==> config.mk <==
export PLATFORM = sky130hd
export DESIGN_NAME = shiftreg_deser
export DESIGN_NICKNAME = d
export VERILOG_FILES = /design/src/rtl/shiftreg_pkg.sv /design/src/rtl/rx_hold_buf.sv /design/src/rtl/shiftreg_deser.sv
export SDC_FILE = /design/constraint.sdc
export NUM_CORES = 1
export LEC_CHECK = 0
export ABC_AREA = 1
export CORE_AREA = 2 2 39 41
export DETAILED_ROUTE_END_ITERATION = 6
export DIE_AREA = 0 0 41 43
export RECOVER_POWER = 25
export SLEW_MARGIN = 15
export SYNTH_ARGS = -nofsm -noshare
export SYNTH_HDL_FRONTEND = slang
export SYNTH_SLANG_ARGS = --single-unit
==> constraint.sdc <==
create_clock -name clk -period 1.3 [get_ports clk]
set_input_delay 0.26 -clock clk [delete_from_list [all_inputs] [get_ports clk]]
set_output_delay 0.26 -clock clk [all_outputs]
set_load 0.05 [all_outputs]
==> src/rtl/shiftreg_pkg.sv <==
// Shared types and constants for the serial-to-parallel receiver.
package shiftreg_pkg;

  typedef enum logic {
    IDLE  = 1'b0,
    SHIFT = 1'b1
  } state_t;

  localparam int DEFAULT_WIDTH = 4;

  // Bit counter width needed to count 0 .. width-1.
  function automatic int cnt_width(input int width);
    return $clog2(width);
  endfunction

endpackage

==> src/rtl/rx_hold_buf.sv <==
// One-entry valid/ready holding register for assembled words.
// A word offered while the entry is occupied and not being consumed is dropped
// and recorded in the sticky overrun flag.
module rx_hold_buf #(
  parameter int WIDTH = 4
) (
  input  logic             clk,
  input  logic             clr,
  input  logic             load,
  input  logic             ready,
  input  logic             ovr_clr,
  input  logic [WIDTH-1:0] data,
  output logic [WIDTH-1:0] data_out,
  output logic             valid,
  output logic             overrun
);

  logic consume;
  logic room;

  assign consume = valid & ready;
  assign room    = ~valid | ready;

  // Buffer entry, valid flag and sticky overrun; a drop beats ovr_clr on the same edge.
  always_ff @(posedge clk) begin
    if (clr) begin
      data_out <= '0;
      valid    <= 1'b0;
      overrun  <= 1'b0;
    end else begin
      if (load && room) begin
        data_out <= data;
        valid    <= 1'b1;
      end else if (consume) begin
        valid <= 1'b0;
      end

      if (load && !room) begin
        overrun <= 1'b1;
      end else if (ovr_clr) begin
        overrun <= 1'b0;
      end
    end
  end

endmodule

==> src/rtl/shiftreg_deser.sv <==
// Serial-to-parallel receiver: shifts in A MSB first on each ena strobe,
// hands each finished word to a one-entry valid/ready buffer. sync restarts
// word assembly; a completion landing on a sync edge is cancelled.
module shiftreg_deser
  import shiftreg_pkg::*;
#(
  parameter int WIDTH = DEFAULT_WIDTH
) (
  input  logic             clk,
  input  logic             clr,
  input  logic             ena,
  input  logic             A,
  input  logic             sync,
  input  logic             ready,
  input  logic             ovr_clr,
  output logic [WIDTH-1:0] data_out,
  output logic             valid,
  output logic             overrun,
  output logic             busy
);

  localparam int CW = cnt_width(WIDTH);
  localparam logic [CW-1:0] LAST = CW'(WIDTH - 1);

  // Only the lower WIDTH-1 bits are kept: the final bit goes straight from A
  // into the completed word, so no separate MSB storage is needed.
  logic [WIDTH-2:0] sr;
  logic [CW-1:0]    cnt;
  state_t           state;

  logic [WIDTH-1:0] word;
  logic             complete;

  assign word     = {sr, A};
  assign complete = ena && !sync && (cnt == LAST);
  assign busy     = (state == SHIFT);

  // Shift register, bit counter and IDLE/SHIFT state; sync overrides normal shifting.
  always_ff @(posedge clk) begin
    if (clr) begin
      sr    <= '0;
      cnt   <= '0;
      state <= IDLE;
    end else if (sync) begin
      sr <= '0;
      if (ena) begin
        sr[0] <= A;
        cnt   <= CW'(1);
        state <= SHIFT;
      end else begin
        cnt   <= '0;
        state <= IDLE;
      end
    end else if (ena) begin
      sr <= word[WIDTH-2:0];
      if (cnt == LAST) begin
        cnt   <= '0;
        state <= IDLE;
      end else begin
        cnt   <= cnt + 1'b1;
        state <= SHIFT;
      end
    end
  end

  rx_hold_buf #(
    .WIDTH (WIDTH)
  ) u_hold (
    .clk      (clk),
    .clr      (clr),
    .load     (complete),
    .ready    (ready),
    .ovr_clr  (ovr_clr),
    .data     (word),
    .data_out (data_out),
    .valid    (valid),
    .overrun  (overrun)
  );

endmodule

=== Word level (Yosys, flattened, before mapping) ===
Index checks and enable logic that the tools add are counted.

* Output and inout port bits: 7
* Input bits: 7
* Flip-flop bits (word level): 12
* Word-level logic and storage cells: 37

* $add $sub $neg: 1
* Bitwise gates (word level): 3
* Mux-type cells: 15
* Eq/ne operators: 1
* Reductions and logical operators: 10

{| class="wikitable"
|+ Operators with widths
! kind !! count
|-
| 1-bit two-way mux || 12
|-
| 2-bit two-way mux || 3
|-
| 2-bit nonzero test || 3
|-
| 1-bit logical AND || 4
|-
| 2-bit by 1-bit adder with 2-bit output (second input constant) || 1
|-
| 2-bit == test (second input constant) || 1
|-
| 1-bit logical NOT || 2
|-
| 2-bit OR reduction || 1
|-
| 1-bit AND || 1
|-
| 1-bit NOT || 1
|-
| 1-bit OR || 1
|}

=== Depth between registers and ports, before layout ===
Gate-level depths: netlist of run 1.

* Word-level depth: 5
* Mapped depth: 6
* Gate-level depth less buffers: 6

=== By module ===
Synthesis of run 1 repeated with hierarchy kept, for this count alone.

* Cell total of the unflattened synthesis: 72
* Area, all modules: 525.5 um2

{| class="wikitable"
|+ Modules (own cells, without submodules)
! module !! seq. area each (um2) !! area an instance (um2) !! cells an instance !! times used
|-
| shiftreg_deser || 120.1 || 272.8 || 36 || 1
|-
| rx_hold_buf || 120.1 || 252.7 || 36 || 1
|}

=== Worst setup path before layout of run 1 ===
Ideal clock, no wire load.

* Path kind: register -> register
* Start point: register u_hold.valid
* End point: register u_hold.data_out[0]
* Clock period less this slack: 1.250 ns
* Required time: 1.186 ns
* Stages on the path, launching flop included: 6
* Arrival time: 1.136 ns
* Buffers on the path: 0
* Path slack: 0.050 ns
* Setup time: 0.114 ns
* Path through: dfxtp_1 -> nand2_1 -> inv_1 -> nor2_4 -> nor2_1 -> nor2_1

* Longest elaborated chain between the ends: 3

{| class="wikitable"
|+ RTL lines
! what !! line !! source
|-
| start: declaration || rx_hold_buf.sv:14 || <nowiki>output logic valid,</nowiki>
|-
| start signal: assignment || rx_hold_buf.sv:28 || <nowiki>valid <= 1'b0;</nowiki>
|-
| start signal: assignment || rx_hold_buf.sv:33 || <nowiki>valid <= 1'b1;</nowiki>
|-
| start signal: assignment || rx_hold_buf.sv:35 || <nowiki>valid <= 1'b0;</nowiki>
|-
| 1-bit NOT || rx_hold_buf.sv:22 || <nowiki>assign room = ~valid | ready;</nowiki>
|-
| 1-bit OR || rx_hold_buf.sv:22 ||
|-
| 1-bit logical AND || rx_hold_buf.sv:31 || <nowiki>if (load && room) begin</nowiki>
|-
| end signal: assignment || rx_hold_buf.sv:32 || <nowiki>data_out <= data;</nowiki>
|-
| end: declaration || rx_hold_buf.sv:13 || <nowiki>output logic [WIDTH-1:0] data_out,</nowiki>
|}

Every way passes these cells.
A chain may end at the register's enable or synchronous reset.

=== Final worst setup path of run 1 ===
* Start point: register cnt[0]
* End point: register u_hold.data_out[0]

* Longest elaborated chain between the ends: 3

{| class="wikitable"
|+ RTL lines
! what !! line !! source
|-
| start: declaration || shiftreg_deser.sv:28 || <nowiki>logic [CW-1:0] cnt;</nowiki>
|-
| start signal: assignment || shiftreg_deser.sv:60 || <nowiki>cnt <= cnt + 1'b1;</nowiki>
|-
| 2-bit == test || shiftreg_deser.sv:35 || <nowiki>assign complete = ena && !sync && (cnt == LAST);</nowiki>
|-
| 1-bit logical AND || shiftreg_deser.sv:35 ||
|-
| 1-bit logical AND || rx_hold_buf.sv:31 ||
|}

Every way passes these cells.

==> results.md, run 1 <==
- Final-layout setup total negative slack: 0 ns
- WP data arrival: approximately 1.4 ns
- Cell internal pwr: between 0.5 and 0.6 mW
- Final setup violating endpoints: 0
- Via count: roughly 470
- Data required time at the worst endpoint: between 1.5 and 2 ns
- Highest fanout seen on the critical path: 6
- Post-synthesis sequential element count: 12
- Sequential element share of the synthesized area: roughly half
- Dominant cell type by area after synthesis: dfxtp_1
- Core region area: between 1000 and 1500 sq um
- Drc violations: 0
- Clock transition time at the flip-flop clock pins of the worst setup and hold paths: ~0.070 ns
- Fraction of layout instances using a drive strength above 1: between 20% and 30%
- Clk network pwr share: roughly a third
- Class of the most critical hold timing path: flop to flop
- Worst Tran Pin Value: ~0.28 ns
- Met2 Resource Use GR: a little over a fifth
- Maxcap violations: 0
- Number of buffers inserted during clock tree synthesis: 3
- Proportion of total power due to net switching: between 20% and 30%
- Starting DRT DRC Count: 9
- Leakage power: between 0.3 and 0.4 nW
- Clk root buf: clkbuf_4
- Number of buffers on the longest clock path: 2
- Number of global-route vias before repair: a little under 400
- Relative area change from synthesis to final layout: 45.7%
- GR Util All Layers: ~15%
- Net switching power figure: between 0.15 and 0.2 mW
- Max Clock Skew: slightly below 0.001 ns
- Cells along the critical path: ha_1 > nand3_2 > nor2_4 > nor2_1 > nor2_1
- Floorplan row count: 14
- Routed WL: 1040 um
- Synth Net Count: 73
- Post-layout nets: between 90 and 100
- Mean cell area of the mapped netlist: about 7.7 sq um
- Instance count of the mapped netlist: 65
- Critical path endpoint category: flop
- Period Utilization, post-route: 89.2%
- Met1 usage in global routing: approximately 18%
- Peak-usage layer in the global routing report: met2
- Kind of launch point of the worst setup path: flop
- Combined area of all synthesized cells: about 500 sq um
- ANT nets after route: 0
- Number of setup buffers added after CTS: 0
- Worst hold margin: approximately 0.46 ns
- Post-route insts no fill: slightly above 100
- Clock Sink Count: 12
- Slew HR: roughly 82%
- Area share of the leading cell type in the synthesized netlist: 48.2%
- Number of distinct library cells after synthesis: 14
- Maximum clock frequency: between 800 and 900 MHz
- Time the worst path needs with I/O delays and setup: between 1 and 1.5 ns
- H-tree level count: 1
- Maximum cell stage delay along the critical path: 0.37 ns
- Result of the run: completed
- Drt first pass iters: 4
- First-pass GRT wire length: between 1500 and 2000 um
- Sequential share of power: 55.4%
- DIE AREA: roughly 1800 sq um
- Routed wirelength normalized by instance count: between 10 and 15 um
- Final core occ: a little over half
- Number of warnings issued by yosys: 0
- Largest net degree at the start of global routing: 7
- Quantity of gates resized following cts: 0
- Inserted Diodes: 0
- Die Span Y: around 43 um
- PortBufs: 13
- Detailed placer's ending HPWL: 836 um
- Instance count after placement with tap cells included: roughly 100
- Number of max-slew violations in the final report: 0
- Vias/cell: 4.68
- Fin. Hold Viols: 0
- Num ports: 14
- RSZ-0062 raised after global routing: false
- Die boundary width: between 40 and 50 um
- Master of the slowest instance on the critical path: dfxtp_1
- M3 GR Usage: 4.71%
- Power per cell area: approximately 950 nW/um^2
- Hold bufs inserted after CTS: 0
- Synth top area cells: dfxtp_1 (48%), nand2_1 (8.3%), inv_1 (7.5%)
- Starting density of the core: a little over a third
- Final estimated routing congestion in global placement: about 0.9
- Initial antenna violation count: 0
- Critical path type: flop to flop
- CTS tree: built
- Insertion delay of the later-clocked pin in the worst-skew pair: roughly 0.27 ns
- Maximum vdd drop: roughly 570 uV
- Grt ovf: 0
- Part of the total power dissipated in combinational logic: a little under an eighth
- Most used cell along the critical path: nor2_1
- Power consumption: between 0.6 and 0.7 mW
## layout by cell type, fill, tap and decap left out
master,instances
o21ai_0,3
nor3_1,1
inv_2,1
clkdlybuf4s50_1,5
inv_1,10
a21oi_1,7
dfxtp_1,12
buf_12,4
nor2_4,2
nor2_1,10
o21a_1,1
dlygate4sd3_1,1
ha_1,1
nand2_1,11
nand3_1,1
nand3_2,1
clkbuf_2,3
clkbuf_4,3
nand4_1,4
buf_4,4
## sequential cells by signal (all words and copies together) (netlist names)
signal	count
u_hold.valid	1
busy	1
cnt	2
u_hold.data_out	4
u_hold.overrun	1
sr	3
## final timing paths
path         depth (start not counted)      startpoint                 end  slack, ns
max                                  5          cnt[0]  u_hold.data_out[0]       0.14
min                                  2  u_hold.overrun      u_hold.overrun       0.46
max reg2reg                          5          cnt[0]  u_hold.data_out[0]       0.14
min reg2reg                          2  u_hold.overrun      u_hold.overrun       0.46
## per-stage QoR
| step | area, sq um | setup WS [ns] |
|---|---|---|
| finish | 726 | 0.140 |
| global route | 726 | 0.0257 |
| CTS | 771 | 0.148 |
| detailed placement | 748 | -0.0892 |
| global placement | 748 | -0.0493 |
| floorplan | 498 | 0.0496 |
## layer usage
| layer | wire length, um | vias to the layer above | share of wire [%] |
|---|---|---|---|
| met4 | 30 | 0 | 2.9 |
| met3 | 66 | 5 | 6.4 |
| met2 | 486 | 15 | 47 |
| li1 | - | 253 | - |
| met5 | 0 | - | 0 |
| met1 | 455 | 200 | 44 |
## cell families after synthesis
logic type                 count (synthesis)  share of synthesized area (%)
DFF                                       12                           48.2
and+or+nand+nor                           30                           29.4
AOI/OAI and AO/OA                         11                           11.6
buffers and inverters                     11                           8.29
adders and majority gates                  1                           2.51
## cell type report
cell class                      instances  area [sq um]
Fill cell                             131           658
Sequential cell                        12           240
Multi-Input combinational cell         42           216
Timing Repair Buffer                   17           185
Inverter                               11          41.3
Clock buffer                            3          22.5
Tap cell                               16          20.0
## power groups by stage
| stage | clock network, mW | logic [mW] | registers [mW] |
|---|---|---|---|
| CTS | 0.235 | 0.0878 | 0.384 |
| detailed placement | 0 | 0.0877 | 0.393 |
| floorplan | 0 | 0.0295 | 0.399 |
| finish | 0.228 | 0.0804 | 0.384 |
| global placement | 0 | 0.0864 | 0.393 |
| global route | 0.245 | 0.0883 | 0.384 |
## Yosys cell counts, drive strengths merged
| cell | n |
|---|---|
| inv | 11 |
| ha | 1 |
| nand4 | 4 |
| o21ai | 3 |
| a21oi | 7 |
| nand2 | 11 |
| nor2 | 12 |
| dfxtp | 12 |
| nand3 | 2 |
| nor3 | 1 |
| o21a | 1 |
## worst max-delay path: cells and delay by family (launching register included)
kind	cells	cell delay [ns]
fa+ha+maj	1	0.29
flops	1	0.37
simple gates	4	0.45
(Power assumes the default switching activity.)
==> inputs of run 2 (changes only) <==
--- a/config.mk
+++ b/config.mk
@@ -6,6 +6,7 @@
 export NUM_CORES = 1
 export LEC_CHECK = 0
 export ABC_AREA = 1
+export CAP_MARGIN = 20
 export CORE_AREA = 2 2 39 41
 export DETAILED_ROUTE_END_ITERATION = 6
 export DIE_AREA = 0 0 41 43
==> results of run 2 <==
The final DEF is identical to that of run 1; final timing and power are the same.
==> inputs of run 3 (changes only) <==
--- a/config.mk
+++ b/config.mk
@@ -10,8 +10,9 @@
 export CORE_AREA = 2 2 39 41
 export DETAILED_ROUTE_END_ITERATION = 6
 export DIE_AREA = 0 0 41 43
+export PLACE_DENSITY_LB_ADDON = 0.05
 export RECOVER_POWER = 25
-export SLEW_MARGIN = 15
+export SLEW_MARGIN = 20
 export SYNTH_ARGS = -nofsm -noshare
 export SYNTH_HDL_FRONTEND = slang
 export SYNTH_SLANG_ARGS = --single-unit
==> run 3 against run 2 <==
  * Global-route usage fell by 0.90 points
  * Sequential share of layout area is 0.45 points lower
  * Design area rose by 1.4%
  * Via count shrank 3.4%
  * Critical endpoint is now valid
  * Highest routed layer unchanged
==> results.md, run 3 (synthesized netlist as in run 1, its figures left out) <==
- Result of the run: completed
- Buf/Inv on CP: 1
- First-pass GRT wire length: around 1600 um
- Post-route insts no fill: 100
- Initial antenna violation count: 0
- Starting DRT DRC Count: 13
- Area of all placed cells without fillers: around 740 sq um
- Kind of launch point of the worst setup path: flop
- Highest fanout seen on the critical path: 2
- Fraction of layout instances using a drive strength above 1: roughly 21%
- Maxcap violations: 0
- Final setup violating endpoints: 0
- Routed WL: around 950 um
- Cells along the critical path: clkbuf_2
- Core region area: approximately 1400 sq um
- Maximum cell stage delay along the critical path: between 0.3 and 0.4 ns
- Most used cells in the layout excluding fill and tap cells: dfxtp_1 (12), nand2_1 (11), inv_1 (10), nor2_1 (10), a21oi_1 (7)
- Leakage power: 0.321 nW
- Via count: 457
- DIE AREA: 1760 sq um
- Number of buffers inserted during clock tree synthesis: 3
- Pre-CTS setup slack: -0.0537 ns
- Most common cell after layout, fill and taps aside: dfxtp_1
- Final-layout setup total negative slack: 0 ns
- Critical path type: flop to output port
- Drt first pass iters: 4
- WP data arrival: slightly below 0.9 ns
- Routed wirelength normalized by instance count: around 9.5 um
- Class of the most critical hold timing path: flop to flop
- Die Span Y: about 43 um
- Relative area change from synthesis to final layout: 47.7%
- Starting density of the core: 36.0%
- Post-layout nets: between 90 and 100
- GR Util All Layers: about 14%
- Largest registers: u_hold.data_out: 4 flops, sr: 3 flops, cnt: 2 flops
- Max Clock Skew: around 0.0016 ns
- Clk root buf: clkbuf_4
- Clock Sink Count: 12
- Cell area after placement: approximately 740 sq um
- Flip-flop count of the largest register after layout: 4
- Period Utilization, post-route: a little under 90%
- Fin. Hold Viols: 0
- Floorplan row count: 14
- Largest net degree at the start of global routing: 7
- RSZ-0062 raised after global routing: false
- ANT nets after route: 0
- Most flops, register: u_hold.data_out
- Detailed placer's ending HPWL: about 750 um
- Power consumption: ~0.69 mW
- Maximum clock frequency: 888 MHz
- Slew HR: ~80%
- Master of the slowest instance on the critical path: dfxtp_1
- Power per cell area: 939 nW/um^2
- Number of buffers on the longest clock path: 2
- Worst Tran Pin Value: around 0.28 ns
- Drc violations: 0
- Instance count after placement with tap cells included: 97
- CTS tree: built
- Data required time at the worst endpoint: ~1.0 ns
- CP top delay family: flip-flops
- Clock transition time at the flip-flop clock pins of the worst setup and hold paths: approximately 0.070 ns
- Die boundary width: just over 40 um
- Final estimated routing congestion in global placement: 0.828
- PortBufs: 13
- Insertion delay of the later-clocked pin in the worst-skew pair: approximately 0.27 ns
- Maximum vdd drop: around 560 uV
- Inserted Diodes: 0
- Num ports: 14
- Critical path endpoint category: output port
- Time the worst path needs with I/O delays and setup: about 1.1 ns
- H-tree level count: 1
- Vias/cell: roughly 4.6
- Final Worst Setup Slack: between 0.15 and 0.2 ns
- Grt ovf: 0
- Number of global-route vias before repair: approximately 370
- Number of max-slew violations in the final report: 0
- Filler Cells Inserted: between 100 and 150
==> run 3: through the flow <==
| step | util (%) | hold slack (ns) |
|---|---|---|
| floorplan | - | 0.329 |
| global placement | 53.5 | 0.455 |
| global route | 53.2 | 0.500 |
| detailed placement | 53.5 | 0.464 |
| finish | 53.2 | 0.478 |
| CTS | 55.2 | 0.475 |
==> run 3: what timing repair did <==
item                       CTS  global route
setup endpoints to repair    0             1
gates resized for setup      0             1
hold endpoints to repair     0             0
buffers inserted             0             0
hold buffers                 0             0
==> run 3: path summary, 6_finish.rpt <==
| kind | from | to | slack, ns | depth (start not counted) |
|---|---|---|---|---|
| max reg2reg | cnt[0] | u_hold.data_out[0] | 0.20 | 5 |
| min | cnt[1] | cnt[1] | 0.48 | 2 |
| min reg2reg | cnt[1] | cnt[1] | 0.48 | 2 |
| max | u_hold.valid | valid | 0.17 | 1 |
==> run 3: layer usage <==
metal | vias to the layer above | wire length (um) | global-route usage, %
li1 | 250 | - | -
met1 | 191 | 449 | 16.8
met2 | 12 | 408 | 18.4
met3 | 4 | 59 | 4.71
met4 | 0 | 28 | 12.0
met5 | - | 0 | 0
==> run 3: report_power, final <==
part | internal, mW | total, mW | switching, mW
clock | 0.107 | 0.223 | 0.116
combinational | 0.0416 | 0.0828 | 0.0413
sequential | 0.377 | 0.385 | 0.00727
==> run 3: area by class of cell <==
class | instances | area [sq um] | area share (%)
multi-input cells | 42 | 219 | 29.8
well taps | 16 | 20.0 | 2.72
clock buffers | 3 | 22.5 | 3.06
inverters | 11 | 41.3 | 5.61
flip-flops and latches | 12 | 240 | 32.7
repair buffers | 16 | 193 | 26.2
